--- src/rtl/mc_sequencer_pkg.sv ---
// Shared types and constants for the multi-cycle instruction sequencer:
// the stage encoding, trap cause codes and the interrupt cause base.
package mc_sequencer_pkg;

  typedef enum logic [2:0] {
    FETCH    = 3'd0,
    DECODE   = 3'd1,
    EXEC     = 3'd2,
    WAIT_ALU = 3'd3,
    MEM      = 3'd4,
    WB       = 3'd5,
    NEXT_PC  = 3'd6,
    TRAP     = 3'd7
  } stage_t;

  localparam logic [31:0] CAUSE_MISALIGNED  = 32'd0;
  localparam logic [31:0] CAUSE_FETCH_FAULT = 32'd1;
  localparam logic [31:0] CAUSE_LOAD_FAULT  = 32'd5;
  localparam logic [31:0] CAUSE_STORE_FAULT = 32'd7;
  localparam logic [31:0] IRQ_CAUSE_BASE    = 32'd16;
  localparam logic [31:0] CAUSE_INT_BIT     = 32'h8000_0000;

  function automatic logic [31:0] irq_cause(input logic [3:0] idx);
    return CAUSE_INT_BIT | (IRQ_CAUSE_BASE + {28'd0, idx});
  endfunction

endpackage

--- src/rtl/mc_sequencer_irq_prio_enc.sv ---
// Lowest-index-wins priority encoder for the pending, enabled interrupt lines.
module irq_prio_enc #(
  parameter int N = 4
) (
  input  logic [N-1:0] req_i,
  output logic [3:0]   idx_o,
  output logic         valid_o
);

  // Scan from the top so the lowest set index is the last one written.
  always_comb begin
    idx_o   = 4'd0;
    valid_o = 1'b0;
    for (int i = N - 1; i >= 0; i--) begin
      if (req_i[i]) begin
        idx_o   = 4'(i);
        valid_o = 1'b1;
      end else begin
        valid_o = valid_o;
      end
    end
  end

endmodule

--- src/rtl/mc_sequencer.sv ---
// Multi-cycle fetch/decode/execute sequencer with memory timeouts,
// misaligned-target and interrupt traps.
module mc_sequencer
  import mc_sequencer_pkg::*;
#(
  parameter int               XLEN        = 32,
  parameter logic [XLEN-1:0]  RESET_PC    = 32'h8000_0000,
  parameter int               MEM_TIMEOUT = 16,
  parameter int               N_IRQ       = 4
) (
  input  logic              clk,
  input  logic              rst,
  output logic              mem_req_o,
  output logic [XLEN-1:0]   mem_addr_o,
  output logic              mem_fetch_o,
  input  logic              mem_ready_i,
  input  logic              mem_err_i,
  input  logic [31:0]       mem_rdata_i,
  output logic [31:0]       instr_o,
  output logic              dec_valid_o,
  input  logic              ctl_mem_i,
  input  logic              ctl_store_i,
  input  logic              ctl_reg_write_i,
  input  logic              ctl_jump_i,
  input  logic              ctl_branch_i,
  input  logic              ctl_exc_req_i,
  input  logic [3:0]        ctl_exc_cause_i,
  input  logic              ctl_xret_i,
  output logic              alu_start_o,
  input  logic              alu_done_i,
  input  logic [XLEN-1:0]   alu_result_i,
  input  logic              branch_taken_i,
  input  logic [XLEN-1:0]   mtvec_i,
  input  logic [XLEN-1:0]   mepc_i,
  input  logic [N_IRQ-1:0]  irq_i,
  input  logic [N_IRQ-1:0]  irq_en_i,
  output logic              rf_we_o,
  output logic              trap_o,
  output logic [31:0]       trap_cause_o,
  output logic [XLEN-1:0]   trap_epc_o,
  output logic [XLEN-1:0]   trap_tval_o,
  output logic [XLEN-1:0]   pc_o,
  output stage_t            state_o
);

  localparam logic [XLEN-1:0] PC_STEP  = XLEN'(4);
  localparam logic [7:0]      WAIT_MAX = 8'(MEM_TIMEOUT - 1);

  stage_t            state_q, state_d;
  logic [XLEN-1:0]   pc_q, pc_d;
  logic [31:0]       instr_q, instr_d;
  logic [31:0]       cause_q, cause_d;
  logic [XLEN-1:0]   epc_q, epc_d;
  logic [XLEN-1:0]   tval_q, tval_d;
  logic [7:0]        wait_q, wait_d;

  logic [XLEN-1:0]   target_s;
  logic [XLEN-1:0]   trap_vec_s;
  logic [3:0]        irq_idx_s;
  logic              irq_valid_s;
  logic              timeout_s;

  irq_prio_enc #(.N(N_IRQ)) u_irq_prio_enc (
    .req_i   (irq_i & irq_en_i),
    .idx_o   (irq_idx_s),
    .valid_o (irq_valid_s)
  );

  assign timeout_s  = (wait_q == WAIT_MAX);
  assign trap_vec_s = mtvec_i & ~XLEN'(3);

  // Next-PC candidate in priority order: xret, jump, taken branch, sequential.
  always_comb begin
    if (ctl_xret_i) begin
      target_s = mepc_i;
    end else if (ctl_jump_i) begin
      target_s = {alu_result_i[XLEN-1:1], 1'b0};
    end else if (ctl_branch_i && branch_taken_i) begin
      target_s = alu_result_i;
    end else begin
      target_s = pc_q + PC_STEP;
    end
  end

  // Sequencer state and architectural registers.
  always_ff @(posedge clk) begin
    if (rst) begin
      state_q <= FETCH;
      pc_q    <= RESET_PC;
      instr_q <= 32'd0;
      cause_q <= 32'd0;
      epc_q   <= '0;
      tval_q  <= '0;
      wait_q  <= 8'd0;
    end else begin
      state_q <= state_d;
      pc_q    <= pc_d;
      instr_q <= instr_d;
      cause_q <= cause_d;
      epc_q   <= epc_d;
      tval_q  <= tval_d;
      wait_q  <= wait_d;
    end
  end

  // Next-state logic; trap details are captured on the way into TRAP.
  always_comb begin
    state_d = state_q;
    pc_d    = pc_q;
    instr_d = instr_q;
    cause_d = cause_q;
    epc_d   = epc_q;
    tval_d  = tval_q;
    wait_d  = wait_q;
    case (state_q)
      FETCH: begin
        if (mem_err_i || (!mem_ready_i && timeout_s)) begin
          state_d = TRAP;
          cause_d = CAUSE_FETCH_FAULT;
          epc_d   = pc_q;
          tval_d  = pc_q;
        end else if (mem_ready_i) begin
          state_d = DECODE;
          instr_d = mem_rdata_i;
        end else begin
          wait_d = wait_q + 8'd1;
        end
      end
      DECODE: begin
        if (ctl_exc_req_i) begin
          state_d = TRAP;
          cause_d = {28'd0, ctl_exc_cause_i};
          epc_d   = pc_q;
          tval_d  = '0;
        end else begin
          state_d = EXEC;
        end
      end
      EXEC: begin
        state_d = WAIT_ALU;
      end
      WAIT_ALU: begin
        if (!alu_done_i) begin
          state_d = WAIT_ALU;
        end else if (ctl_mem_i) begin
          state_d = MEM;
          wait_d  = 8'd0;
        end else if (ctl_reg_write_i) begin
          state_d = WB;
        end else begin
          state_d = NEXT_PC;
        end
      end
      MEM: begin
        if (mem_err_i || (!mem_ready_i && timeout_s)) begin
          state_d = TRAP;
          cause_d = ctl_store_i ? CAUSE_STORE_FAULT : CAUSE_LOAD_FAULT;
          epc_d   = pc_q;
          tval_d  = alu_result_i;
        end else if (mem_ready_i) begin
          state_d = ctl_reg_write_i ? WB : NEXT_PC;
        end else begin
          wait_d = wait_q + 8'd1;
        end
      end
      WB: begin
        state_d = NEXT_PC;
      end
      NEXT_PC: begin
        if (target_s[1]) begin
          state_d = TRAP;
          cause_d = CAUSE_MISALIGNED;
          epc_d   = pc_q;
          tval_d  = target_s;
        end else if (irq_valid_s) begin
          state_d = TRAP;
          cause_d = irq_cause(irq_idx_s);
          epc_d   = target_s;
          tval_d  = '0;
        end else begin
          state_d = FETCH;
          pc_d    = target_s;
          wait_d  = 8'd0;
        end
      end
      TRAP: begin
        state_d = FETCH;
        pc_d    = trap_vec_s;
        wait_d  = 8'd0;
      end
      default: begin
        state_d = FETCH;
      end
    endcase
  end

  // Strobes decode the registered stage; requests are held off during reset.
  assign mem_req_o    = !rst && ((state_q == FETCH) || (state_q == MEM));
  assign mem_fetch_o  = !rst && (state_q == FETCH);
  assign mem_addr_o   = (state_q == MEM) ? alu_result_i : pc_q;
  assign dec_valid_o  = (state_q == DECODE);
  assign alu_start_o  = (state_q == EXEC);
  assign rf_we_o      = (state_q == WB);
  assign trap_o       = (state_q == TRAP);
  assign instr_o      = instr_q;
  assign trap_cause_o = cause_q;
  assign trap_epc_o   = epc_q;
  assign trap_tval_o  = tval_q;
  assign pc_o         = pc_q;
  assign state_o      = state_q;

endmodule

--- config.mk ---
export PLATFORM = sky130hd
export DESIGN_NAME = mc_sequencer
export DESIGN_NICKNAME = d
export VERILOG_FILES = /design/src/rtl/mc_sequencer_pkg.sv /design/src/rtl/mc_sequencer_irq_prio_enc.sv /design/src/rtl/mc_sequencer.sv
export SDC_FILE = /design/constraint.sdc
export NUM_CORES = 1
export LEC_CHECK = 0
export BUFFER_PORTS_ARGS = -buffer_cell sky130_fd_sc_hd__buf_2
export CAP_MARGIN = 15
export CORE_MARGIN = 10
export CORE_UTILIZATION = 34
export CTS_CLUSTER_SIZE = 16
export DETAILED_ROUTE_END_ITERATION = 16
export SETUP_SLACK_MARGIN = 0.5
export SYNTH_ARGS = -nofsm -noshare
export SYNTH_HDL_FRONTEND = slang
export SYNTH_SLANG_ARGS = --single-unit
--- constraint.sdc ---
create_clock -name clk -period 3.5 [get_ports clk]
set_input_delay 0.35 -clock clk [delete_from_list [all_inputs] [get_ports clk]]
set_output_delay 0.35 -clock clk [all_outputs]
set_load 0.005 [all_outputs]
==> flow_summary.ini, run 1 <==
[clocking]
h-tree-depth = 4
clk_latency_ns = 0.44
cts_hold_repair.buffers = 0
clkTransAtPathRegs_ns = 0.07
cts_buffers = 17
clock_path_buffers = 2
cts_tree = done
root_buffer = clkbuf_16
cts.sinks = 142

[worst_setup_path]
max_stage_delay_ns = 0.53
critical_path.max_fanout = 9
start_kind = register
cp_num_buf_inv = 0
crit_type = register to register
cp_top_family = simple AND/OR/NAND/NOR gates
required_ns = 3.79
crit_chain = ha_1, nand3_1, or3_4, nor4_1, xor2_1, a221oi_1, a311oi_1
critPathArrivalTime_ns = 3.12
crit_path_end_kind = register
slowest_stage = or3_4

[die]
initial_core_util = 0.343
die_h_um = 176
core_area_um2 = 24200
ioPinCount = 354
die_x_um = 176
num_rows = 57
die-area_um2 = 31000

[sta]
setup_slack_ns = 0.670
setup_viol = 0
setup_tns_ns = 0
slew_headroom = 0.273
period_needed_ns = 2.83
grt_setup_unrepaired = false
slew_violations = 0
whs_ns = 0.143
fmax_mhz = 353
fin_crit_sh = 0.809
fin_skew_ns = 0.0199
worst-slew-pin-transition_ns = 1.09
timing.final.hold_violations = 0

[final_layout]
layout-drive-gt1-share = 0.302
final_util = 0.443
fin_nets = 1547
design_area_um2 = 10700
syn2layout_area_growth_pct = 29.2

[power]
peakVddDrop_mv = 0.246
power_density_nw_per_um2 = 494
p_leak_nw = 4.69

[place]
placed_cell_area_um2 = 10100
portBuffers = 323
dpl.hpwl_mm = 27.2
post-place-ws_ns = 0.604
place_congestion = 0.885

[hold_path]
min_path_type = primary input to register

[global_route]
grt_remaining_overflow = 0
grt_use_total = 0.232
grt_pass1_vias = 9491
grt_use_met1 = 0.288
use_met3 = 0.0677
grtUsageMet2 = 0.381
grt_antenna_before_repair = 4
grt_pass1_wl_mm = 57.1
busiest_layer = met2
grt_max_degree = 63

[routing]
drt.antenna.violating_nets = 0
drc_errors = 0
first_pass_iters = 7
postRouteWirelength_mm = 38.2
routed_via_density = 5.61
via_count = 9709
wl_per_cell_um = 22.0
drt_iter0_drc = 1055

[logic_synthesis]
syn_area_per_cell_um2 = 7.38
synth_edf_count = 0
ys_seq_elements = 142
ys_seq_area_frac = 0.343
ys_warn_count = 0
synth-async-reset-ratio = 0
synthCells = 1123
synth.distinct_cells = 74
synth_area_um2 = 8290
yosys_most_used_dff = dfxtp_1

[flow_run]
maxCapViolations = 0

[run_status]
status = complete, no violations
==> metal layers <==
metal	routed length, um	share of wire
met5	7	0.00018
met4	894	0.023
met3	3570	0.094
met2	17800	0.47
met1	15900	0.42
==> worst paths after layout <==
path | startpoint | to | slack, ns | cells past startpoint
max | pc_o[3] | trap_tval_o[30] | 0.67 | 7
min | mem_rdata_i[9] | instr_o[9] | 0.14 | 3
max reg2reg | pc_o[3] | trap_tval_o[30] | 0.67 | 7
min reg2reg | trap_tval_o[5] | trap_tval_o[5] | 0.45 | 2
==> per-stage QoR <==
stage	total power, mW	cells
5_1_grt	5.54	1730
4_1_cts	5.30	1728
2_1_floorplan	2.74	1150
6_report	5.29	1732
3_3_place_gp	3.42	1696
3_5_place_dp	3.43	1696
==> sequential cells by signal, summed over array words and instances (netlist names) <==
| name | count |
|---|---|
| instr_o | 32 |
| trap_epc_o | 31 |
| trap_cause_o | 5 |
| state_o | 3 |
| trap_tval_o | 32 |
| pc_o | 31 |
| wait_q | 8 |
==> where the power goes <==
part	internal, mW	switching (mW)
clock network	1.02	0.840
registers	1.75	0.122
logic	0.558	0.992
total	3.33	1.95
==> cell families (layout without fill, tap and decap cells) <==
family,Yosys count,after routing,share of synthesized area
flip-flops,142,142,0.343
AND/OR/NAND/NOR,454,454,0.244
XOR/XNOR,21,21,0.0222
buffers and inverters,150,405,0.0861
adder cells (fa/ha/maj),2,2,0.00302
AO/OA/AOI/OAI,339,339,0.284
multiplexers,14,14,0.0172
other,1,31,0.000453
==> synth_stat cells, drive strengths merged, types with 21 or more instances <==
cell type,n,area share
nand2,248,0.11
clkbuf,77,0.035
a211oi,27,0.024
o221ai,21,0.022
dfxtp,142,0.34
a222oi,23,0.028
buf,59,0.045
o21ai,49,0.030
nand3,24,0.014
a21oi,108,0.067
nor2,80,0.037
nor3,27,0.016
==> layout by cell type, fill, tap and decap left out, drive strengths merged, types with 4 or more instances in the layout <==
cell type and count:
nor2 80, or3 12, clkbuf 18, and3 7, o211ai 6, buf 359, nand2 248, nand2b 8
a21oi 108, a211oi 27, nor3b 4, a22oi 18, o22ai 17, nor3 27, dfxtp 142, mux2i 12
nor4 11, or4 6, a311oi 7, a221oi 18, a31oi 6, o221ai 21, a21o 5, inv 20
nand4 7, nand3 24, clkinv 4, conb 28, a222oi 23, o21a 4, xor2 6, o21ai 49
and2 10, nor2b 5, xnor2 15, o31ai 7
==> final cells by class <==
cell class / instances / area (um^2)
well taps: 324 / 405
fillers: 2555 / 13500
inverters: 14 / 52.6
multi-input cells: 858 / 4870
clock buffers: 18 / 439
clock inverters: 14 / 145
flip-flops and latches: 142 / 2850
repair buffers: 359 / 1930
diodes: 3 / 7.51
==> worst min-delay path: stages <==
cell and delay [ns]:
buf_2 0.09, nand2_1 0.04, a21oi_1 0.05
==> repair_timing <==
action / CTS / global route
cloned: 0 / 0
setup endpoints to repair: 21 / 25
resized for setup: 1 / 3
buffers inserted: 0 / 0
Power figures use the tool's default switching activity.
==> run 2: changes to the inputs <==
- ABC_AREA: default -> 1
- clock period: 3.5 -> 2.84 ns (I/O delays scaled with it)
==> flow_summary.ini, run 2 <==
[run_status]
status = complete, no violations

[global_route]
grt_pass1_wl_mm = 60.3
grt_remaining_overflow = 0
grt_antenna_before_repair = 8
grt_pass1_vias = 10300
grt_use_total = 0.234
grt_max_degree = 71

[logic_synthesis]
yosys-top-cells-count = nand2_1 (354), nor2_1 (220), o21ai_0 (144)
synth_area_um2 = 8660
synth_top_area_cell = dfxtp_1
synth_edf_count = 0
synth_most_common_cell = nand2_1
synthCells = 1403
ys_seq_elements = 142
ys_seq_area_frac = 0.328
syn_area_per_cell_um2 = 6.17
yosys_most_used_dff = dfxtp_1
synth.distinct_cells = 41
ys_warn_count = 0
synth-async-reset-ratio = 0
synth_area_leaders = dfxtp_1 (33%), nand2_1 (15%), nor2_1 (9.5%), o21ai_0 (8.3%), nand3_1 (5.1%)
yosys.area.top_type_share = 0.328

[worst_setup_path]
critical_path.max_fanout = 16
max_stage_delay_ns = 0.37
crit_path_end_kind = output pin
start_kind = register
required_ns = 2.56
cp_top_family = buffers and inverters
crit_type = register to output pin
slowest_stage = dfxtp_4
crit_chain = nor2_4, inv_4, nor2_4, buf_12, buf_12, clkbuf_16, nand2_1, o21ai_0, buf_2
critPathArrivalTime_ns = 1.99
cp_num_buf_inv = 5

[power]
p_leak_nw = 5.53
power.share.sequential = 0.286
pwr-share-comb = 0.502
power_density_nw_per_um2 = 913
power_mw = 10.3
netSwitchingPower_mw = 4.70
peakVddDrop_mv = 0.447
clkPwrFrac = 0.212
swShare = 0.456
internal-power_mw = 5.61

[clocking]
clkTransAtPathRegs_ns = 0.07
h-tree-depth = 4
cts.sinks = 142
clk_latency_ns = 0.43
cts_tree = done
root_buffer = clkbuf_16
clock_path_buffers = 2
cts_buffers = 17

[final_layout]
fin_nets = 1863
layout_common_cells = nand2_1 (354), buf_2 (323), nor2_1 (216), o21ai_0 (138), dfxtp_1 (137)
syn2layout_area_growth_pct = 30.5
layout.cells.most_common = nand2_1
fillers = 2743
final_cells = 2053
layout-drive-gt1-share = 0.276

[die]
core_area_um2 = 25100
die-area_um2 = 32200
num_rows = 58
ioPinCount = 354
initial_core_util = 0.345
die_x_um = 180
die_h_um = 180

[routing]
via_count = 10500
drt_iter0_drc = 671
routed_via_density = 5.14
first_pass_iters = 5
postRouteWirelength_mm = 40.0
route.met2.wl_mm = 18.6
wl_met3_mm = 3.80
wl_per_cell_um = 19.5
wl_met1_mm = 16.2
routed.top_layer = met5
drt.antenna.violating_nets = 0
drc_errors = 0

[sta]
fmax_mhz = 440
setup_viol = 0
timing.final.hold_violations = 0
setup_tns_ns = 0
period_needed_ns = 2.27
slew_headroom = 0.338
fin_crit_sh = 0.800
grt_setup_unrepaired = false
slew_violations = 0
worst-slew-pin-transition_ns = 0.992
fin_skew_ns = 0.00902

[hold_path]
min_path_type = primary input to register

[place]
dpl.hpwl_mm = 29.1
post-place-cells = 2000
portBuffers = 323
place_congestion = 0.931

[flow_run]
maxCapViolations = 0
run 2: cell types whose count changed after synthesis, moves of 19 or more:
cell / delta
nor2_1: +141
nand2_1: +107
o21ai_0: +98
inv_1: +79
nand3_1: +65
clkbuf_1: -33
a21oi_1: -27
a211oi_1: -25
or2_2: +25
a222oi_1: -23
o221ai_1: -21
a31oi_1: +19
nand4_1: +19
run 2: metal layers:
metal	global-route usage	vias to the layer above
met1	0.274	4814
met3	0.0799	87
met2	0.385	500
li1	-	5132
met5	0	-
met4	0.0939	12
run 2: final timing paths:
path | from | cells after the start | slack [ns] | end
worst max register to register | pc_o[2] | 10 | 0.60 | pc_o[16]
worst min register to register | trap_tval_o[3] | 2 | 0.46 | trap_tval_o[3]
worst max-delay path | state_o[0] | 9 | 0.57 | mem_addr_o[30]
worst min-delay path | mem_rdata_i[26] | 3 | 0.07 | instr_o[26]
run 2: worst reg2reg max path: stages, from the launching register on:
cell and delay (ns):
dfxtp_2 0.40, ha_1 0.28, nand2_1 0.08, nor2_1 0.24, nand2_2 0.24, nor2_4 0.24, nand3_1 0.11, nand3_1 0.12
a21boi_0 0.12, o21ai_0 0.17, a21oi_1 0.08
run 2: cell type report:
class | count | area, um^2 | area share
clock inverter | 13 | 108 | 0.00953
timing repair buffer | 367 | 2090 | 0.185
antenna | 2 | 5.00 | 0.000443
multi-input combinational | 1075 | 4980 | 0.441
tap | 330 | 413 | 0.0366
sequential | 142 | 2850 | 0.252
clock buffer | 19 | 443 | 0.0392
inverter | 105 | 400 | 0.0355
run 2: repair_timing:
| item | CTS | global route |
|---|---|---|
| pin swaps | 0 | 3 |
| endpoints found under the hold margin | 0 | 0 |
| hold buffers | 0 | 0 |
| setup endpoints to repair | 85 | 104 |
| resized for setup | 8 | 27 |
| cloned | 2 | 2 |
| buffers inserted | 0 | 15 |
run 2: kinds of logic (layout without fill, tap and decap cells):
| logic type | count (synthesis) | count (layout) | share of synthesized area |
|---|---|---|---|
| adders and majority gates | 2 | 2 | 0.00289 |
| other | 1 | 30 | 0.000433 |
| buffers and inverters | 214 | 504 | 0.114 |
| AOI/OAI and AO/OA | 285 | 285 | 0.177 |
| DFF | 142 | 142 | 0.328 |
| xor gates and xnor gates | 6 | 6 | 0.00607 |
| and+or+nand+nor | 753 | 754 | 0.372 |
run 2: through the flow:
stage | hold WS, ns | cell area [um^2] | util | setup slack [ns]
6_report | 0.0697 | 11300 | 0.450 | 0.568
5_1_grt | 0.0585 | 11300 | 0.450 | 0.495
4_1_cts | 0.0524 | 11000 | 0.439 | 0.484
3_5_place_dp | 0.454 | 10400 | 0.415 | 0.392
3_3_place_gp | 0.453 | 10400 | 0.415 | 0.449
2_1_floorplan | 0.419 | 8760 | - | 1.09
run 2: power groups by stage:
stage	Sequential [mW]	Clock, mW	Combinational [mW]
2_1_floorplan	2.92	0	2.72
3_5_place_dp	2.98	0	4.55
4_1_cts	2.95	2.23	4.75
6_report	2.95	2.18	5.17
3_3_place_gp	2.97	0	4.52
5_1_grt	3.03	2.30	5.68
==> run 3: changes to the inputs <==
- clock period: 2.84 -> 2.23 ns (I/O delays scaled with it)
==> flow_summary.ini, run 3 (synthesis gave the netlist of run 2 again) <==
[run_status]
status = complete, no violations

[clocking]
cts_tree = done
cts_buffers = 17
clk_latency_ns = 0.43
clock_path_buffers = 2
root_buffer = clkbuf_16
h-tree-depth = 4
cts.sinks = 142
clkTransAtPathRegs_ns = 0.07

[worst_setup_path]
crit_path_end_kind = output pin
critPathArrivalTime_ns = 1.80
critical_path.max_fanout = 7
slowest_stage = dfxtp_4
cp_num_buf_inv = 6
crit_top_cell = buf_12
cp_top_family = buffers and inverters
start_kind = register
r2r_start = state_o[2]
required_ns = 2.01
crit_chain = inv_4, nor2_4, buf_12, buf_12, buf_16, buf_6, o21ai_4, buf_2
r2r_setup_slack_ns = 0.25
max_stage_delay_ns = 0.39
crit_type = register to output pin
r2r-end = trap_tval_o[10]
rr_worst_depth = 13

[sta]
slew_headroom = 0.532
timing.final.hold_violations = 0
setup_tns_ns = 0
whs_ns = 0.0143
setup_viol = 0
period_needed_ns = 2.02
fmax_mhz = 494
fin_crit_sh = 0.907
fin_skew_ns = 0.0159
slew_violations = 0
worst-slew-pin-transition_ns = 0.701
grt_setup_unrepaired = true

[routing]
drc_errors = 0
wl_per_cell_um = 21.0
drt_iter0_drc = 1018
postRouteWirelength_mm = 45.4
routed_via_density = 5.32
via_count = 11500
drt.antenna.violating_nets = 0
first_pass_iters = 7

[final_layout]
fin_nets = 1967
layout-drive-gt1-share = 0.437
design_area_um2 = 14100
fillers = 2350
syn2layout_area_growth_pct = 62.5
final_cells = 2159
layout.cells.most_common = buf_2
layout_common_cells = buf_2 (317), nand2_1 (309), nor2_1 (159), dfxtp_1 (116), inv_1 (87)

[global_route]
grt_pass1_vias = 11000
grt_max_degree = 71
grt_remaining_overflow = 0
grt_antenna_before_repair = 7
grt_use_total = 0.256
grt_pass1_wl_mm = 65.5

[die]
initial_core_util = 0.345
die_h_um = 180
num_rows = 58
die-area_um2 = 32200
core_area_um2 = 25100
die_x_um = 180
ioPinCount = 354

[hold_path]
min_path_type = primary input to register
worstHoldStart = mem_rdata_i[28]
hold-path-cell-count = 3
min_to = instr_o[28]

[place]
place_congestion = 0.935
portBuffers = 323
placed_cell_area_um2 = 10700
dpl.hpwl_mm = 29.7
post-place-cells = 2023

[power]
power_mw = 17.6
power_density_nw_per_um2 = 1250
clkPwrFrac = 0.170
p_leak_nw = 6.65
pwr-share-comb = 0.610
internal-power_mw = 10.0
power.share.sequential = 0.220
netSwitchingPower_mw = 7.56
swShare = 0.431
peakVddDrop_mv = 0.647

[flow_run]
maxCapViolations = 0
==> run 3: changes by cell type in the layout (fill, tap and decap cells not counted), sizes merged <==
| cell | previous run | this run |
|---|---|---|
| bufinv | 0 | 2 |
| dlygate4sd3 | 0 | 1 |
| diode | 2 | 4 |
| clkbuf | 21 | 26 |
| nand3 | 93 | 92 |
| inv | 109 | 106 |
| buf | 365 | 465 |
==> run 3: worst max-delay path by stage <==
stage          startpoint         endpoint  slack [ns]  depth (start not counted)
5_1_grt        state_o[2]  trap_tval_o[12]        0.14                         13
4_1_cts        state_o[0]   mem_addr_o[19]        0.22                          9
6_report       state_o[2]   mem_addr_o[31]        0.21                          8
3_5_place_dp   state_o[0]  trap_tval_o[22]        0.16                         11
2_1_floorplan   wait_q[0]  trap_tval_o[10]        0.51                         13
3_3_place_gp   state_o[0]   trap_tval_o[9]        0.18                         11
==> run 3: worst register-to-register path: cells and delay by family, from the launching register on <==
family | cells | cell delay [ns]
buf+inv | 7 | 0.71
simple gates | 6 | 0.74
flops | 1 | 0.43
==> run 3: what timing repair did <==
item                                    in CTS  in global routing
endpoints found under the setup margin     175                177
gates cloned                                19                  5
buffers inserted                            46                 29
gates resized for setup                    229                257
pin swaps                                   64                 66
endpoints found under the hold margin        1                  0
hold buffers                                 1                  0
==> run 3: layer usage <==
layer / wire length (um) / global-route usage / vias to the layer above / share of wire
met5: 65 / 0 / - / 0.0014
met4: 2390 / 0.120 / 10 / 0.053
met3: 4730 / 0.0867 / 153 / 0.10
met2: 20800 / 0.418 / 653 / 0.46
met1: 17300 / 0.295 / 5311 / 0.38
li1: - / - / 5361 / -
==> run 3: power by group through the flow <==
stage	sequential, mW	clock [mW]	combinational, mW
6_report	3.86	2.98	10.7
5_1_grt	3.95	3.12	11.3
4_1_cts	3.75	3.02	9.32
3_5_place_dp	3.75	0	6.15
3_3_place_gp	3.73	0	6.10
2_1_floorplan	3.72	0	3.47
==> run 3: final cells by class <==
cell class	count	area [um^2]	area share
sequential	142	2890	0.206
timing repair buffer	471	3700	0.263
clock inverter	11	130	0.00925
timing repair inverter	1	16.3	0.00116
antenna	4	10.0	0.000712
tap	330	413	0.0294
multi-input combinational	1074	5980	0.425
inverter	105	458	0.0326
clock buffer	21	470	0.0334
==> run 3: metrics by stage <==
step	setup slack, ns	util
global route	0.143	0.560
CTS	0.222	0.513
finish	0.207	0.560
detailed placement	0.163	0.425
floorplan	0.506	-
global placement	0.180	0.425
